==> src/rtl/data_receiver.sv <==
// rtl/data_receiver.sv - 8O1 serial frame receiver with parity and framing checks
//
// Receives frames of: start bit 0, eight data bits LSB first, one odd-parity
// bit, stop bit 1. The line is sampled at the centre of each bit period.
//
// Ports:
//   clock        system clock, rising-edge active
//   reset        asynchronous, active-high reset
//   serial_in    serial line, idles high
//   data_out     last received byte (held until the next frame completes)
//   data_valid   one-clock pulse when a frame completes
//   parity_error odd-parity check failed on the last frame
//   frame_error  stop bit of the last frame was sampled low
//   busy         a frame is in progress
module data_receiver #(
  parameter int CLKS_PER_BIT = 100_000_000
) (
  input  logic       clock,
  input  logic       reset,
  input  logic       serial_in,
  output logic [7:0] data_out,
  output logic       data_valid,
  output logic       parity_error,
  output logic       frame_error,
  output logic       busy
);

  localparam int CW = $clog2(CLKS_PER_BIT);
  localparam logic [CW-1:0] HALF_M1 = CW'(CLKS_PER_BIT / 2 - 1);
  localparam logic [CW-1:0] FULL_M1 = CW'(CLKS_PER_BIT - 1);

  typedef enum logic [2:0] {IDLE, START, DATA, PARITY, STOP} state_t;

  state_t        state, state_nx;
  logic [1:0]    sync;
  logic          rx_s;
  logic [CW-1:0] cnt, cnt_nx;
  logic [2:0]    bit_idx, bit_idx_nx;
  logic [7:0]    shreg, shreg_nx;
  logic          par_run, par_run_nx;
  logic          par_bit, par_bit_nx;
  logic [7:0]    data_out_nx;
  logic          data_valid_nx, parity_error_nx, frame_error_nx;

  assign rx_s = sync[1];
  assign busy = (state != IDLE);

  always_ff @(posedge clock or posedge reset) begin
    if (reset) begin
      sync         <= 2'b11;
      state        <= IDLE;
      cnt          <= '0;
      bit_idx      <= '0;
      shreg        <= '0;
      par_run      <= 1'b0;
      par_bit      <= 1'b0;
      data_out     <= 8'h00;
      data_valid   <= 1'b0;
      parity_error <= 1'b0;
      frame_error  <= 1'b0;
    end else begin
      sync         <= {sync[0], serial_in};
      state        <= state_nx;
      cnt          <= cnt_nx;
      bit_idx      <= bit_idx_nx;
      shreg        <= shreg_nx;
      par_run      <= par_run_nx;
      par_bit      <= par_bit_nx;
      data_out     <= data_out_nx;
      data_valid   <= data_valid_nx;
      parity_error <= parity_error_nx;
      frame_error  <= frame_error_nx;
    end
  end

  always_comb begin
    state_nx        = state;
    cnt_nx          = cnt;
    bit_idx_nx      = bit_idx;
    shreg_nx        = shreg;
    par_run_nx      = par_run;
    par_bit_nx      = par_bit;
    data_out_nx     = data_out;
    data_valid_nx   = 1'b0;
    parity_error_nx = parity_error;
    frame_error_nx  = frame_error;

    case (state)
      IDLE: begin
        if (!rx_s) begin
          state_nx   = START;
          cnt_nx     = '0;
          par_run_nx = 1'b0;
        end
      end

      // Half a bit period lands the sample point in the middle of the start
      // bit; every later sample is then one full period further on.
      START: begin
        if (cnt == HALF_M1) begin
          cnt_nx = '0;
          if (rx_s) begin
            state_nx = IDLE;
          end else begin
            state_nx   = DATA;
            bit_idx_nx = '0;
          end
        end else begin
          cnt_nx = cnt + 1'b1;
        end
      end

      DATA: begin
        if (cnt == FULL_M1) begin
          cnt_nx            = '0;
          shreg_nx[bit_idx] = rx_s;
          par_run_nx        = par_run ^ rx_s;
          bit_idx_nx        = bit_idx + 3'd1;
          if (bit_idx == 3'd7) state_nx = PARITY;
        end else begin
          cnt_nx = cnt + 1'b1;
        end
      end

      PARITY: begin
        if (cnt == FULL_M1) begin
          cnt_nx     = '0;
          par_bit_nx = rx_s;
          state_nx   = STOP;
        end else begin
          cnt_nx = cnt + 1'b1;
        end
      end

      // Returning to IDLE at the mid-stop sample leaves half a bit period to
      // catch the next start bit when frames are sent back to back.
      STOP: begin
        if (cnt == FULL_M1) begin
          cnt_nx          = '0;
          state_nx        = IDLE;
          data_valid_nx   = 1'b1;
          data_out_nx     = shreg;
          parity_error_nx = ~(par_run ^ par_bit);
          frame_error_nx  = ~rx_s;
        end else begin
          cnt_nx = cnt + 1'b1;
        end
      end

      default: state_nx = IDLE;
    endcase
  end

endmodule
==> config.mk <==
export PLATFORM = sky130hd
export DESIGN_NAME = data_receiver
export DESIGN_NICKNAME = d
export VERILOG_FILES = /design/src/rtl/data_receiver.sv
export SDC_FILE = /design/constraint.sdc
export NUM_CORES = 1
export LEC_CHECK = 0
export CAP_MARGIN = 20
export CORE_AREA = 10 10 101 103
export CTS_CLUSTER_DIAMETER = 50
export DETAILED_ROUTE_END_ITERATION = 16
export DIE_AREA = 0 0 111 113
export PLACE_DENSITY_LB_ADDON = 0.3
export SLEW_MARGIN = 20
export SYNTH_ARGS = -nofsm -noshare
export SYNTH_HDL_FRONTEND = slang
export SYNTH_SLANG_ARGS = --single-unit
==> constraint.sdc <==
create_clock -name clock -period 2.9 [get_ports clock]
set_clock_uncertainty 0.2 [all_clocks]
set_input_delay 0.29 -clock clock [delete_from_list [all_inputs] [get_ports clock]]
set_output_delay 0.29 -clock clock [all_outputs]
set_load 0.005 [all_outputs]
## Word-level counts from Yosys, hierarchy flattened

Cells that the tools add are included.

| word-level totals | value |
|---|---|
| word-level logic and storage cells | 71 |
| memories | 0 |
| bits in read-only memories | 0 |
| output and inout bits | 12 |
| flip-flop bits (word level) | 56 |
| latch bits | 0 |
| input bits | 3 |
| bits in writable memories | 0 |

| operators by class | value |
|---|---|
| shift operators | 0 |
| order comparisons | 2 |
| multipliers | 0 |
| mux-type cells | 24 |
| reductions and logical operators | 14 |
| eq/ne operators | 14 |
| bitwise logic cells | 4 |
| add/subtract/negate cells | 2 |
| divide/modulo/power cells | 0 |

Operator list:

| cell | number |
|---|---|
| 2-to-1 mux 27 bit | 3 |
| case mux 27 bit (3 select lines) | 1 |
| adder 27 x 1 -> 27 bit (second input constant) | 1 |
| == test 27 x 26 -> 1 bit (second input constant) | 1 |
| == test 27 bit (second input constant) | 1 |
| 2-to-1 mux 3 bit | 9 |
| case mux 3 bit (5 select lines) | 1 |
| != test 2 bit (second input constant) | 7 |
| bitwise mux 8 bit | 1 |
| AND reduction 2 bit | 4 |
| == test 3 x 2 -> 1 bit (second input constant) | 2 |
| == test 3 bit (second input constant) | 2 |
| case mux 3 bit (2 select lines) | 1 |
| AND reduction 6 bit | 1 |
| nonzero test 3 bit | 2 |
| 2-to-1 mux 1 bit | 5 |
| < comparator 3 x 4 -> 1 bit (second input constant) | 1 |
| AND reduction 4 bit | 1 |
| nonzero test 2 bit | 2 |
| adder 3 x 1 -> 3 bit (second input constant) | 1 |
| demux 1 bit (select 3 bit) | 1 |
| == test 3 x 1 -> 1 bit (second input constant) | 1 |
| greater-or-equal comparator 3 x 1 -> 1 bit (second input constant) | 1 |
| logical NOT 3 bit | 1 |
| other kinds (7) | 9 |

## Logic depth before layout (Yosys ltp)

Gate-level depths: netlist of run 1.

| logic depth | value |
|---|---|
| depth after elaboration | 5 |
| depth in mapped cells | 7 |
| mapped depth without buffers | 6 |

## Worst setup path before layout of run 1

OpenSTA, ideal clock, no wires.

| timing | value |
|---|---|
| path kind | reg2reg |
| start | register cnt[8] |
| end | register data_out[0] |
| clock period less this slack | 2.497 ns |
| path slack | 0.403 ns |
| path buffers | 1 |
| required time | 2.575 ns |
| data arrival time | 2.172 ns |
| stages on the path, launching flop included | 7 |
| setup time | 0.125 ns |
| cell sequence | dfrtp_1 > or4_4 > nor4_4 > and3_2 > and3_1 > buf_6 > mux2_4 |

| on the way | value |
|---|---|
| word-level cells in the longest chain between the ends | 2 |

Ends and longest elaborated chain:

| what | RTL line | text |
|---|---|---|
| start: declaration | 37 | `logic [CW-1:0] cnt, cnt_nx;` |
| start signal: assignment | 64 | `cnt <= cnt_nx;` |
| == test 27 bit | 138 | `if (cnt == FULL_M1) begin` |
| AND reduction 2 bit (no line) | - |  |
| end signal: assignment | 69 | `data_out <= data_out_nx;` |
| end: declaration | 21 | `output logic [7:0] data_out,` |

Every way passes these cells.
A chain may end at the register's enable or synchronous reset.

## Worst setup path in the final report of run 1

| timing | value |
|---|---|
| start | register cnt[10] |
| end | register shreg[4] |

| on the way | value |
|---|---|
| word-level cells in the longest chain between the ends | 2 |

Ends and longest elaborated chain:

| what | RTL line | text |
|---|---|---|
| == test 27 bit | 114 | `if (cnt == FULL_M1) begin` |
| AND reduction 2 bit (no line) | - |  |
| end signal: assignment | 66 | `shreg <= shreg_nx;` |
| end: declaration | 39 | `logic [7:0] shreg, shreg_nx;` |

Every way passes these cells.

==> results of run 1 <==
[metrics by stage]
step / total power [µW] / setup WS (ns)
5_1_grt: 1300 / 0.0415
6_report: 1250 / 0.154
3_3_place_gp: 826 / 0.184
2_1_floorplan: 814 / 0.403
3_5_place_dp: 826 / 0.112
4_1_cts: 1260 / 0.0872
[power by group]
group          total [µW]  internal [µW]  switching (µW)
clock                 437            173             264
combinational        22.4           6.09            16.3
sequential            787            783            4.04
[worst max-delay path: cells and delay by family (launching register included)]
| kind | cells | cell delay, ns |
|---|---|---|
| flops | 1 | 0.45 |
| mux | 1 | 0.38 |
| simple gates | 4 | 1.60 |
[layout by cell type (no fill, tap or decap), types with 2 or more instances in the layout]
cell type	synthesis	final
sky130_fd_sc_hd__a21oi_1	7	7
sky130_fd_sc_hd__a31oi_1	2	2
sky130_fd_sc_hd__and3_1	5	5
sky130_fd_sc_hd__and4_1	2	2
sky130_fd_sc_hd__buf_4	1	9
sky130_fd_sc_hd__clkbuf_8	0	5
sky130_fd_sc_hd__clkdlybuf4s50_1	0	14
sky130_fd_sc_hd__dfrtp_1	54	54
sky130_fd_sc_hd__dfstp_2	2	2
sky130_fd_sc_hd__ha_1	3	3
sky130_fd_sc_hd__inv_1	8	7
sky130_fd_sc_hd__mux2_1	2	2
sky130_fd_sc_hd__mux2_2	7	7
sky130_fd_sc_hd__mux2_4	9	9
sky130_fd_sc_hd__mux2i_1	2	2
sky130_fd_sc_hd__nand2_1	17	17
sky130_fd_sc_hd__nand3_1	17	17
sky130_fd_sc_hd__nand4_1	13	13
sky130_fd_sc_hd__nand4b_1	2	2
sky130_fd_sc_hd__nor2_1	33	33
sky130_fd_sc_hd__nor3_1	13	11
sky130_fd_sc_hd__nor3_2	0	2
sky130_fd_sc_hd__nor4_1	6	6
sky130_fd_sc_hd__nor4b_1	3	3
sky130_fd_sc_hd__o21ai_0	12	12
sky130_fd_sc_hd__o22ai_1	2	2
sky130_fd_sc_hd__or3_1	5	5
sky130_fd_sc_hd__xnor2_1	8	8
sky130_fd_sc_hd__xor2_1	12	12
[flip-flops by register name, indices dropped and copies added (netlist names)]
signal / flops
bit_idx: 3
cnt: 27
data_out: 8
data_valid: 1
frame_error: 1
par_bit: 1
par_run: 1
parity_error: 1
shreg: 8
state: 3
sync: 2
[logic make-up (layout without fill, tap and decap cells)]
kind of cell	count (synthesis)	after routing	synth area share, %
xor gates and xnor gates	20	20	6.19
buffers and inverters	18	40	3.18
muxes	20	20	9.06
and+or+nand+nor	127	127	24.4
adders and majority gates	3	3	1.33
AOI/OAI and AO/OA	29	29	6.23
DFF	56	56	49.6
[worst max path at each step]
stage | from | slack (ns) | end
after floorplan | cnt[8] | 0.40 | data_out[0]
after global placement | cnt[9] | 0.18 | shreg[4]
after detailed placement | cnt[10] | 0.11 | shreg[5]
after CTS | cnt[9] | 0.09 | shreg[5]
after global routing | cnt[10] | 0.04 | shreg[5]
final | cnt[10] | 0.15 | shreg[4]
[cell type report]
cell class | instances | area share (%)
flip-flops and latches | 56 | 43.4
multi-input cells | 199 | 41.9
well taps | 105 | 4.06
clock buffers | 6 | 2.24
repair buffers | 24 | 7.04
clock inverters | 2 | 0.503
inverters | 8 | 0.928
[layer usage]
layer  wire [µm]  vias to the layer above  share of wire, %
li1            -                     1025                 -
met4          42                        0              0.71
met3         194                        4               3.3
met5           0                        -                 0
met2        2660                       22                45
met1        3010                      998                51
[Yosys cell counts (all sizes together)]
library cell	n	area, µm²
a32oi	1	8.76
and3	6	38.8
and4	2	17.5
a21o	1	7.51
clkbuf	5	20.0
dfstp	2	52.6
nor4	7	58.8
o21ai	12	60.1
o41ai	1	8.76
nand4	14	93.8
nand3	17	85.1
nor2	33	124
dfrtp	54	1350
or3b	1	8.76
or4	2	18.8
mux2i	2	20.0
nand4b	2	17.5
ha	3	37.5
nand3b	1	7.51
inv	8	30.0
o32ai	1	8.76
a2111oi	1	15.0
a21oi	7	35.0
or3	5	31.3
nor3	13	65.1
xor2	12	105
a31oi	2	12.5
o22ai	2	12.5
buf	5	40.0
mux2	18	236
and2	1	6.26
nor4b	4	41.3
o21a	1	7.51
nand2b	1	6.26
nor2b	1	6.26
xnor2	8	70.1
nand2	17	63.8
==> impl_metrics.env, run 1 <==
export IMPL_grt_busiest_layer="met2"
export IMPL_finalWeightedCongestion=0.846
export IMPL_synth_yosys_seq_area_share_pct=49.6
export IMPL_fmaxAchievable_mhz=364
export IMPL_worstSetupEndpointType="register"
export IMPL_postRouteWirelength_um=5910
export IMPL_timing_critical_path_required_ns=2.90
export IMPL_number_of_global_route_vias_before_repair=2015
export IMPL_grt_max_degree=30
export IMPL_finalHoldViolCount=0
export IMPL_row_count=33
export IMPL_grt_met2_usage_pct=14.9
export IMPL_routed_via_count=2049
export IMPL_total_of_hold_buffers_inserted_after_clock_tree_synthesis=0
export IMPL_clock_tree_sinks=56
export IMPL_critical_path_class="register to register"
export IMPL_layout_cell_area_non_filler_mm2=0.00324
export IMPL_drc=0
export IMPL_worstPathCellList="or4_4 > nor4_4 > nand4_4 > nor4b_1 > mux2_2"
export IMPL_antennaDiodeCount=0
export IMPL_grt_total_usage_pct=9.39
export IMPL_regToRegSetupSlack_ns=0.15
export IMPL_clk_path_buf_depth=2
export IMPL_syn_avg_cell_area_um2=10.4
export IMPL_ir_drop_uv=185
export IMPL_initial_drt_pass_iterations=4
export IMPL_die_area_mm2=0.0125
export IMPL_drtIter0Drc=174
export IMPL_detail_route_antenna_nets=0
export IMPL_power_static_leakage_uw=0.00142
export IMPL_r2r_cells=5
export IMPL_postCtsSetupBuffers=0
export IMPL_htree_levels=2
export IMPL_finalCriticalPeriod_ns=2.75
export IMPL_grt_use_met1_pct=12.4
export IMPL_rsz0062_at_grt="false"
export IMPL_postCtsResizedCells=0
export IMPL_globalRouteOverflowTotal=0
export IMPL_r2r_start="cnt[10]"
export IMPL_worst_ep_arrival_time_ns=2.75
export IMPL_chipWidth_um=111
export IMPL_maxSlewHeadroom_pct=59.4
export IMPL_finalNetCount=300
export IMPL_final_core_util_pct=39.8
export IMPL_clock_tree_from_tritoncts="yes"
export IMPL_hold_worst_slack_ns=0.161
export IMPL_io_pins=15
export IMPL_instances_no_fill=400
export IMPL_setup_viol_count_final=0
export IMPL_critical_path_max_stage_delay_ns=0.52
export IMPL_setup_tns_final_ns=0
export IMPL_drive_gt1_share_pct=15.3
export IMPL_hold_crit_class="primary input to asynchronous set/reset pin"
export IMPL_die_h_um=113
export IMPL_synthCells=273
export IMPL_critical_path_reg2reg_endpoint="shreg[4]"
export IMPL_cts_root_buffer_cell="sky130_fd_sc_hd__clkbuf_8"
export IMPL_power_per_cell_area_mw_per_mm2=385
export IMPL_max_slew_worst_pin_slew_ns=0.607
export IMPL_detail_route_vias_per_cell=5.12
export IMPL_avgRoutedWirePerCell_um=14.8
export IMPL_synth_fp_nets=279
export IMPL_worst_path_max_delay_cell="sky130_fd_sc_hd__or4_4"
export IMPL_cap_viol_max_count=0
export IMPL_post_route_period_util_pct=94.7
export IMPL_layout_fillers=809
export IMPL_global_route_usage_met3_pct=2.48
export IMPL_initial_antenna_violation_count=0
export IMPL_status="complete, no violations"
export IMPL_multi_input_area_mm2=0.00136
export IMPL_area_growth_synth_to_final_pct=14.4
export IMPL_detailed_place_area_mm2=0.00313
export IMPL_worst_skew_pair_late_latency_ns=0.31
export IMPL_ff_latch_area_mm2=0.00140
export IMPL_core_mm2=0.00813
export IMPL_synth_lib_cells_used_distinct=47
export IMPL_synth_cell_area_mm2=0.00283
export IMPL_synth_seq_cells=56
export IMPL_dp_hpwl_um=4140
export IMPL_numPlacedInstances=392
export IMPL_port_buffers=14
export IMPL_wire_length_of_the_first_global_routing_pass_um=10200
export IMPL_clk_pin_slew_worst_paths_ns=0.11
export IMPL_synth_yosys_warnings=0
export IMPL_cts_buffers=5
export IMPL_final_max_slew_violation_count=0
export IMPL_startpoint_type="register"
export IMPL_initial_utilization_pct=34.8
export IMPL_timing_critical_path_fanout_max=13
(Power assumes the default switching activity.)
==> run 2: changes to the inputs <==
- CTS_CLUSTER_SIZE: default -> 12
==> results of run 2 <==
Final layout, timing and power as in run 1 (identical DEF).
